### config.mk
export PLATFORM = sky130hd
export DESIGN_NAME = laser_search_ctrl
export DESIGN_NICKNAME = d
export VERILOG_FILES = /design/src/rtl/laser_pkg.sv /design/src/rtl/laser_tag_fifo.sv /design/src/rtl/laser_search_ctrl.sv
export SDC_FILE = /design/constraint.sdc
export NUM_CORES = 1
export LEC_CHECK = 0
export ABC_AREA = 1
export CELL_PAD_IN_SITES_DETAIL_PLACEMENT = 1
export CELL_PAD_IN_SITES_GLOBAL_PLACEMENT = 2
export CORE_AREA = 2 2 134 136
export CTS_CLUSTER_DIAMETER = 50
export DETAILED_ROUTE_END_ITERATION = 7
export DIE_AREA = 0 0 136 138
export PLACE_DENSITY_LB_ADDON = 0.12
export REMOVE_ABC_BUFFERS = 1
export SYNTH_ARGS = -nofsm -noshare
export SYNTH_HDL_FRONTEND = slang
export SYNTH_HIERARCHICAL = 1
export SYNTH_SLANG_ARGS = --single-unit
export TNS_END_PERCENT = 5
### constraint.sdc
create_clock -name CLK -period 8.16 [get_ports CLK]
set_clock_uncertainty 0.1 [all_clocks]
set_input_delay 1.632 -clock CLK [delete_from_list [all_inputs] [get_ports CLK]]
set_output_delay 1.632 -clock CLK [all_outputs]
set_load 0.1 [all_outputs]
### src/rtl/laser_pkg.sv
// Shared types and constants for the two-circle laser coverage search.
package laser_pkg;
  localparam int COORD_W = 4;
  localparam int CNT_W   = 6;
  localparam int GRID_N  = 1 << COORD_W;
  localparam int NUM_PTS = 40;

  typedef logic [COORD_W-1:0] coord_t;
  typedef logic [CNT_W-1:0]   cnt_t;

  typedef enum logic [2:0] {
    S_IDLE, S_TRY1, S_SCAN2, S_SCAN1, S_EVAL, S_FIN
  } state_e;

  // States that walk the candidate grid and talk to the evaluator
  function automatic logic is_scan(state_e s);
    return (s == S_TRY1) || (s == S_SCAN2) || (s == S_SCAN1);
  endfunction
endpackage

### src/rtl/laser_tag_fifo.sv
// Sync FIFO remembering which candidate each in-flight evaluator request was for.
// Push and pop together are allowed when full or empty; when empty the written
// word falls straight through to rdata.
module laser_tag_fifo #(
  parameter int DEPTH = 4,
  parameter int W     = 8
) (
  input  logic         CLK,
  input  logic         RST,
  input  logic         push,
  input  logic [W-1:0] wdata,
  input  logic         pop,
  output logic [W-1:0] rdata,
  output logic         full,
  output logic         empty
);
  localparam int AW = $clog2(DEPTH);

  logic [DEPTH-1:0][W-1:0] mem_q, mem_d;
  logic [AW-1:0] wptr_q, wptr_d, rptr_q, rptr_d;
  logic [AW:0]   cnt_q, cnt_d;
  logic          bypass, do_push, do_pop;

  assign full  = (cnt_q == (AW+1)'(DEPTH));
  assign empty = (cnt_q == '0);
  assign rdata = empty ? wdata : mem_q[rptr_q];

  // Pointer / occupancy / storage next-state
  always_comb begin
    bypass  = empty && push && pop;
    do_push = push && (!full || pop) && !bypass;
    do_pop  = pop && !empty;
    mem_d   = mem_q;
    if (do_push) mem_d[wptr_q] = wdata;
    wptr_d  = wptr_q + AW'(do_push);
    rptr_d  = rptr_q + AW'(do_pop);
    cnt_d   = cnt_q + (AW+1)'(do_push) - (AW+1)'(do_pop);
  end

  // State registers, synchronous clear
  always_ff @(posedge CLK) begin
    if (RST) begin
      mem_q  <= '0;
      wptr_q <= '0;
      rptr_q <= '0;
      cnt_q  <= '0;
    end else begin
      mem_q  <= mem_d;
      wptr_q <= wptr_d;
      rptr_q <= rptr_d;
      cnt_q  <= cnt_d;
    end
  end
endmodule

### src/rtl/laser_search_ctrl.sv
// Two-circle coverage search sequencer: raster-scans candidates through an
// external in-order evaluator, keeps the best C1/C2, refines until converged.
module laser_search_ctrl import laser_pkg::*; #(
  parameter int CW       = COORD_W,
  parameter int NW       = CNT_W,
  parameter int MAX_ITER = 4,
  parameter int MAX_OUT  = 4
) (
  input  logic          CLK,
  input  logic          RST,
  input  logic          start,
  output logic          ev_req_valid,
  input  logic          ev_req_ready,
  output logic [CW-1:0] ev_c1x,
  output logic [CW-1:0] ev_c1y,
  output logic [CW-1:0] ev_c2x,
  output logic [CW-1:0] ev_c2y,
  input  logic          ev_rsp_valid,
  input  logic [NW-1:0] ev_rsp_cnt,
  output logic [CW-1:0] C1X,
  output logic [CW-1:0] C1Y,
  output logic [CW-1:0] C2X,
  output logic [CW-1:0] C2Y,
  output logic          DONE,
  output logic          busy,
  output logic          err
);
  localparam int OW = $clog2(MAX_OUT) + 1;
  localparam int IW = $clog2(MAX_ITER) + 1;
  localparam int QW = 2*CW + 1;
  localparam logic [QW-1:0] NCAND = QW'(1) << (2*CW);

  state_e        state_q, state_d;
  logic [CW-1:0] x_q, x_d, y_q, y_d;
  logic [QW-1:0] issued_q, issued_d;
  logic [OW-1:0] out_q, out_d;
  logic [NW-1:0] best_num_q, best_num_d, snap_q, snap_d;
  logic [IW-1:0] iter_q, iter_d;
  logic [CW-1:0] b1x_q, b1x_d, b1y_q, b1y_d, b2x_q, b2x_d, b2y_q, b2y_d;
  logic [CW-1:0] c1x_q, c1x_d, c1y_q, c1y_d, c2x_q, c2x_d, c2y_q, c2y_d;
  logic          err_q, err_d;

  logic [2*CW-1:0] tag;
  logic            tag_full, tag_empty;
  logic            xfer, rsp_ok, phase_done;

  // FIFO occupancy mirrors the registered outstanding count, so its flags
  // gate issue and response acceptance without any rsp->req combinational path.
  assign ev_req_valid = is_scan(state_q) && (issued_q < NCAND) && !tag_full;
  assign xfer         = ev_req_valid && ev_req_ready;
  assign rsp_ok       = ev_rsp_valid && !tag_empty;
  assign phase_done   = is_scan(state_q) && (issued_q == NCAND) && (out_q == '0);

  // Payload comes only from registers that cannot move during a stall
  assign ev_c1x = (state_q == S_SCAN2) ? b1x_q : x_q;
  assign ev_c1y = (state_q == S_SCAN2) ? b1y_q : y_q;
  assign ev_c2x = (state_q == S_SCAN1) ? b2x_q : x_q;
  assign ev_c2y = (state_q == S_SCAN1) ? b2y_q : y_q;

  assign C1X  = c1x_q;
  assign C1Y  = c1y_q;
  assign C2X  = c2x_q;
  assign C2Y  = c2y_q;
  assign DONE = (state_q == S_FIN);
  assign busy = (state_q != S_IDLE);
  assign err  = err_q;

  laser_tag_fifo #(.DEPTH(MAX_OUT), .W(2*CW)) u_tags (
    .CLK(CLK), .RST(RST),
    .push(xfer), .wdata({x_q, y_q}),
    .pop(rsp_ok), .rdata(tag),
    .full(tag_full), .empty(tag_empty)
  );

  // Scan schedule, outstanding tracking, best-candidate tracking and FSM
  always_comb begin
    state_d    = state_q;
    x_d        = x_q;
    y_d        = y_q;
    issued_d   = issued_q;
    best_num_d = best_num_q;
    snap_d     = snap_q;
    iter_d     = iter_q;
    b1x_d = b1x_q; b1y_d = b1y_q; b2x_d = b2x_q; b2y_d = b2y_q;
    c1x_d = c1x_q; c1y_d = c1y_q; c2x_d = c2x_q; c2y_d = c2y_q;
    err_d      = err_q;

    // Raster with x fastest: {y,x} is a plain 2*CW-bit counter
    if (xfer) begin
      {y_d, x_d} = {y_q, x_q} + (2*CW)'(1);
      issued_d   = issued_q + QW'(1);
    end
    out_d = out_q + OW'(xfer) - OW'(rsp_ok);

    // >= so ties move to the later candidate; SCAN2 is the only C2 phase
    if (rsp_ok && (ev_rsp_cnt >= best_num_q)) begin
      best_num_d = ev_rsp_cnt;
      if (state_q == S_SCAN2) {b2x_d, b2y_d} = tag;
      else                    {b1x_d, b1y_d} = tag;
    end

    if (phase_done) begin
      x_d      = '0;
      y_d      = '0;
      issued_d = '0;
    end

    case (state_q)
      S_IDLE: if (start) begin
        state_d    = S_TRY1;
        best_num_d = '0;
        iter_d     = '0;
        b1x_d = '0; b1y_d = '0; b2x_d = '0; b2y_d = '0;
        err_d      = 1'b0;
      end
      S_TRY1: if (phase_done) begin
        state_d = S_SCAN2;
        b2x_d   = b1x_q;
        b2y_d   = b1y_q;
        snap_d  = best_num_q;
      end
      S_SCAN2: if (phase_done) state_d = S_SCAN1;
      S_SCAN1: if (phase_done) state_d = S_EVAL;
      S_EVAL: begin
        iter_d = iter_q + IW'(1);
        if ((iter_q == IW'(MAX_ITER-1)) || (best_num_q == snap_q)) begin
          state_d = S_FIN;
          c1x_d = b1x_q; c1y_d = b1y_q; c2x_d = b2x_q; c2y_d = b2y_q;
        end else begin
          state_d = S_SCAN2;
          snap_d  = best_num_q;
        end
      end
      S_FIN:   state_d = S_IDLE;
      default: state_d = S_IDLE;
    endcase

    // A response with nothing in flight is dropped and flagged
    if (ev_rsp_valid && tag_empty) err_d = 1'b1;
  end

  // State registers, synchronous active-high clear
  always_ff @(posedge CLK) begin
    if (RST) begin
      state_q    <= S_IDLE;
      x_q        <= '0;
      y_q        <= '0;
      issued_q   <= '0;
      out_q      <= '0;
      best_num_q <= '0;
      snap_q     <= '0;
      iter_q     <= '0;
      b1x_q <= '0; b1y_q <= '0; b2x_q <= '0; b2y_q <= '0;
      c1x_q <= '0; c1y_q <= '0; c2x_q <= '0; c2y_q <= '0;
      err_q      <= 1'b0;
    end else begin
      state_q    <= state_d;
      x_q        <= x_d;
      y_q        <= y_d;
      issued_q   <= issued_d;
      out_q      <= out_d;
      best_num_q <= best_num_d;
      snap_q     <= snap_d;
      iter_q     <= iter_d;
      b1x_q <= b1x_d; b1y_q <= b1y_d; b2x_q <= b2x_d; b2y_q <= b2y_d;
      c1x_q <= c1x_d; c1y_q <= c1y_d; c2x_q <= c2x_d; c2y_q <= c2y_d;
      err_q      <= err_d;
    end
  end
endmodule

==> summary.md <==
| Metric | Value |
|---|---|
| Clock-pin slew on the worst setup and hold paths | roughly 70 ps |
| Status | completed |
| Hold wc startpoint | iter_q[0]$_SDFFE_PP0P_ |
| Via count | roughly 5500 |
| Layout Utilization | roughly two fifths |
| Least-Margin Pin Slew | 1004 ps |
| Yosys top cell by area | dfxtp_1 |
| Crit path launch type | flip-flop |
| Vias in the first global route | around 5500 |
| Number of synthesized flops with an enable pin | 0 |
| Pins Over Slew Limit | 0 |
| Cts-stage hold buffer count | 0 |
| Peak Freq | roughly 210 MHz |
| IO Count | 47 |
| CP startpoint | state_q[1]$_SDFFE_PP0P_ |
| Die area | 18770 um2 |
| CTS tree | built |
| Total GRT Usage | 19.09% |
| Fin. Hold Viols | 0 |
| CTS Buffer Depth | 2 |
| Starting Density | between 30 and 40% |
| Final net count | approximately 930 |
| Post-route DRC | 0 |
| Period Utilization, post-route | 58.58% |
| Maximum VDD drop | ~0.13 mV |
| Placer Congestion | roughly 0.80 |
| Mean Syn Cell Area | between 6 and 7 um2 |
| Worst min-delay path category | flip-flop to flip-flop |
| Syn Inst Count | just under 900 |
| Post-synthesis sequential area ratio | about 37% |
| Critical path's slowest cell | clkdlybuf4s50_1 |
| CTS buffer count | 9 |
| Drt total wl | 17350 um |
| Pleak | about 2.8 nW |
| CP Data Arrival Time | 3050 ps |
| Finished Layout Cells | between 1000 and 1500 |
| Die height | ~140 um |
| First-pass GRT wire length | about 28000 um |
| Max-cap violations | 0 |
| Die X | between 100 and 150 um |
| Area delta synth->final | 15.14% |
| Detailed Route Iter0 Violations | approximately 190 |
| Synthesized area | about 6000 um2 |
| H-tree Lvls | 3 |
| PD cells | between 200 and 300 nW/um2 |
| Worst Path Max Fanout | 17 |
| CP Buf/Inv Count | 1 |
| Relative slew slack | between 30% and 40% |
| DRT Pass-1 Iters | 4 |
| Std cell rows | just under 50 |
| Avg WL per Cell | between 15 and 20 um |
| Post-CTS Setup Bufs | 0 |
| Via density | 4.833 |
| IO buf count | 46 |
| Post-synthesis register bit count | 110 |
| Setup TNS | 0 ps |
| CP Class | flip-flop to primary output |
| Critical R2R Launch | u_tags/cnt_q[1]$_SDFF_PP0_ |
| Synth top cells by count | nand2_1, inv_1, dfxtp_1 |
| ANT cells | 0 |
| Clk_lat worst skew | 360 ps |
| Share of cells above drive strength 1 | between 8 and 9% |
| Pwr Total | about 1.8 mW |
| Crit-path cells | nand3_1 > o21ai_0 > clkdlybuf4s50_1 |
| FFs w/ async S/R, synth | 0% |
| WHS | 369.9 ps |
| Grt ovf | 0 |
| Largest net degree at the start of global routing | 44 |
| Count of unique library cells instantiated by Yosys | 36 |
| Post-cts gate resize count | 0 |
| Top-count cell post-synth | nand2_1 |
| CP max stage delay | approximately 1200 ps |
| Core area | 17530 um2 |
| Crit path time final | between 4000 and 5000 ps |
| Clk sinks | 110 |
| Synth top area share | between 30% and 40% |
| Dpl cells | between 1000 and 1500 |
| Root Buffer | clkbuf_16 |
| Largest cells by area after synthesis | dfxtp_1, nand2_1, inv_1 |
| CP top delay family | buffers and inverters |
| Worst endpoint required time | roughly 6400 ps |
| Post-route ant nets | 0 |
| DP HPWL | ~13000 um |
| CP endpoint kind | primary output |
| RSZ-0062 raised after global routing | false |
| Count of final setup violators | 0 |
| Top FF cell, synth | dfxtp_1 |
| Yosys warnings | 6 |
| Initial antenna violation count | 0 |
## cells in the final DEF (no fill, tap or decap), drive strengths merged
cell / synthesis / final
nor3b: 1 / 1
dfxtp: 110 / 110
inv: 161 / 164
o211ai: 1 / 1
a31oi: 9 / 9
nor2: 122 / 122
or2: 4 / 4
a211oi: 4 / 4
fa: 2 / 2
buf: 19 / 1
bufinv: 0 / 1
nor3: 11 / 11
o21ai: 64 / 64
a21oi: 55 / 55
clkinv: 1 / 4
nand3: 31 / 31
clkdlybuf4s50: 0 / 46
nand4: 39 / 39
xnor2: 4 / 4
xor2: 7 / 7
a32o: 1 / 1
ha: 17 / 17
clkbuf: 11 / 9
nand2: 199 / 199
## kinds of logic after synthesis
kind of cell	Yosys count	synth area share, %
buffers and inverters	192	12.95
AO/OA/AOI/OAI	134	11.79
adder cells (fa/ha/maj)	19	4.261
AND/OR/NAND/NOR	407	32.25
XOR/XNOR	11	1.624
flip-flops	110	37.12
## layout make-up
class	count	area [um2]
multi-input combinational	571	2962
timing repair buffer	47	467.9
clock inverter	7	78.83
tap	229	286.5
sequential	110	2202
fill	2270	10700
inverter	162	608.1
clock buffer	9	225.2
## per-stage QoR
stage	cell area (um2)	setup slack [ps]
floorplan	5772	3437
global placement	6526	3520
detailed placement	6526	3394
CTS	6830	3326
global route	6830	3188
finish	6830	3380
## sequential cells by signal, indices dropped and copies added, names as in the netlist
register	cells
b1y_q	4
iter_q	3
C2X	4
u_tags/mem_q	32
x_q	4
b2y_q	4
C1X	4
C2Y	4
err	1
y_q	4
snap_q	6
C1Y	4
u_tags/cnt_q	3
b2x_q	4
out_q	3
b1x_q	4
u_tags/wptr_q	2
best_num_q	6
u_tags/rptr_q	2
issued_q	9
state_q	3
## report_power, final
| part | switching (mW) | internal, mW |
|---|---|---|
| combinational | 0.521 | 0.188 |
| clock | 0.226 | 0.243 |
| sequential | 0.0610 | 0.600 |
| total | 0.808 | 1.03 |
## final timing paths
kind                           endpoint  slack, ps  cells after the start
min reg2reg      iter_q[0]$_SDFFE_PP0P_        370                      1
min              iter_q[0]$_SDFFE_PP0P_        370                      1
max                           ev_c2x[3]       3380                      3
max reg2reg  u_tags/cnt_q[2]$_SDFF_PP0_       4710                     16
## layer usage
layer	routed length, um	track usage, %
met1	8331	25.28
met3	493	2.750
met2	8248	32.03
met5	0	0
met4	273	5.811
No activity file was read; power rests on OpenSTA's default activity.
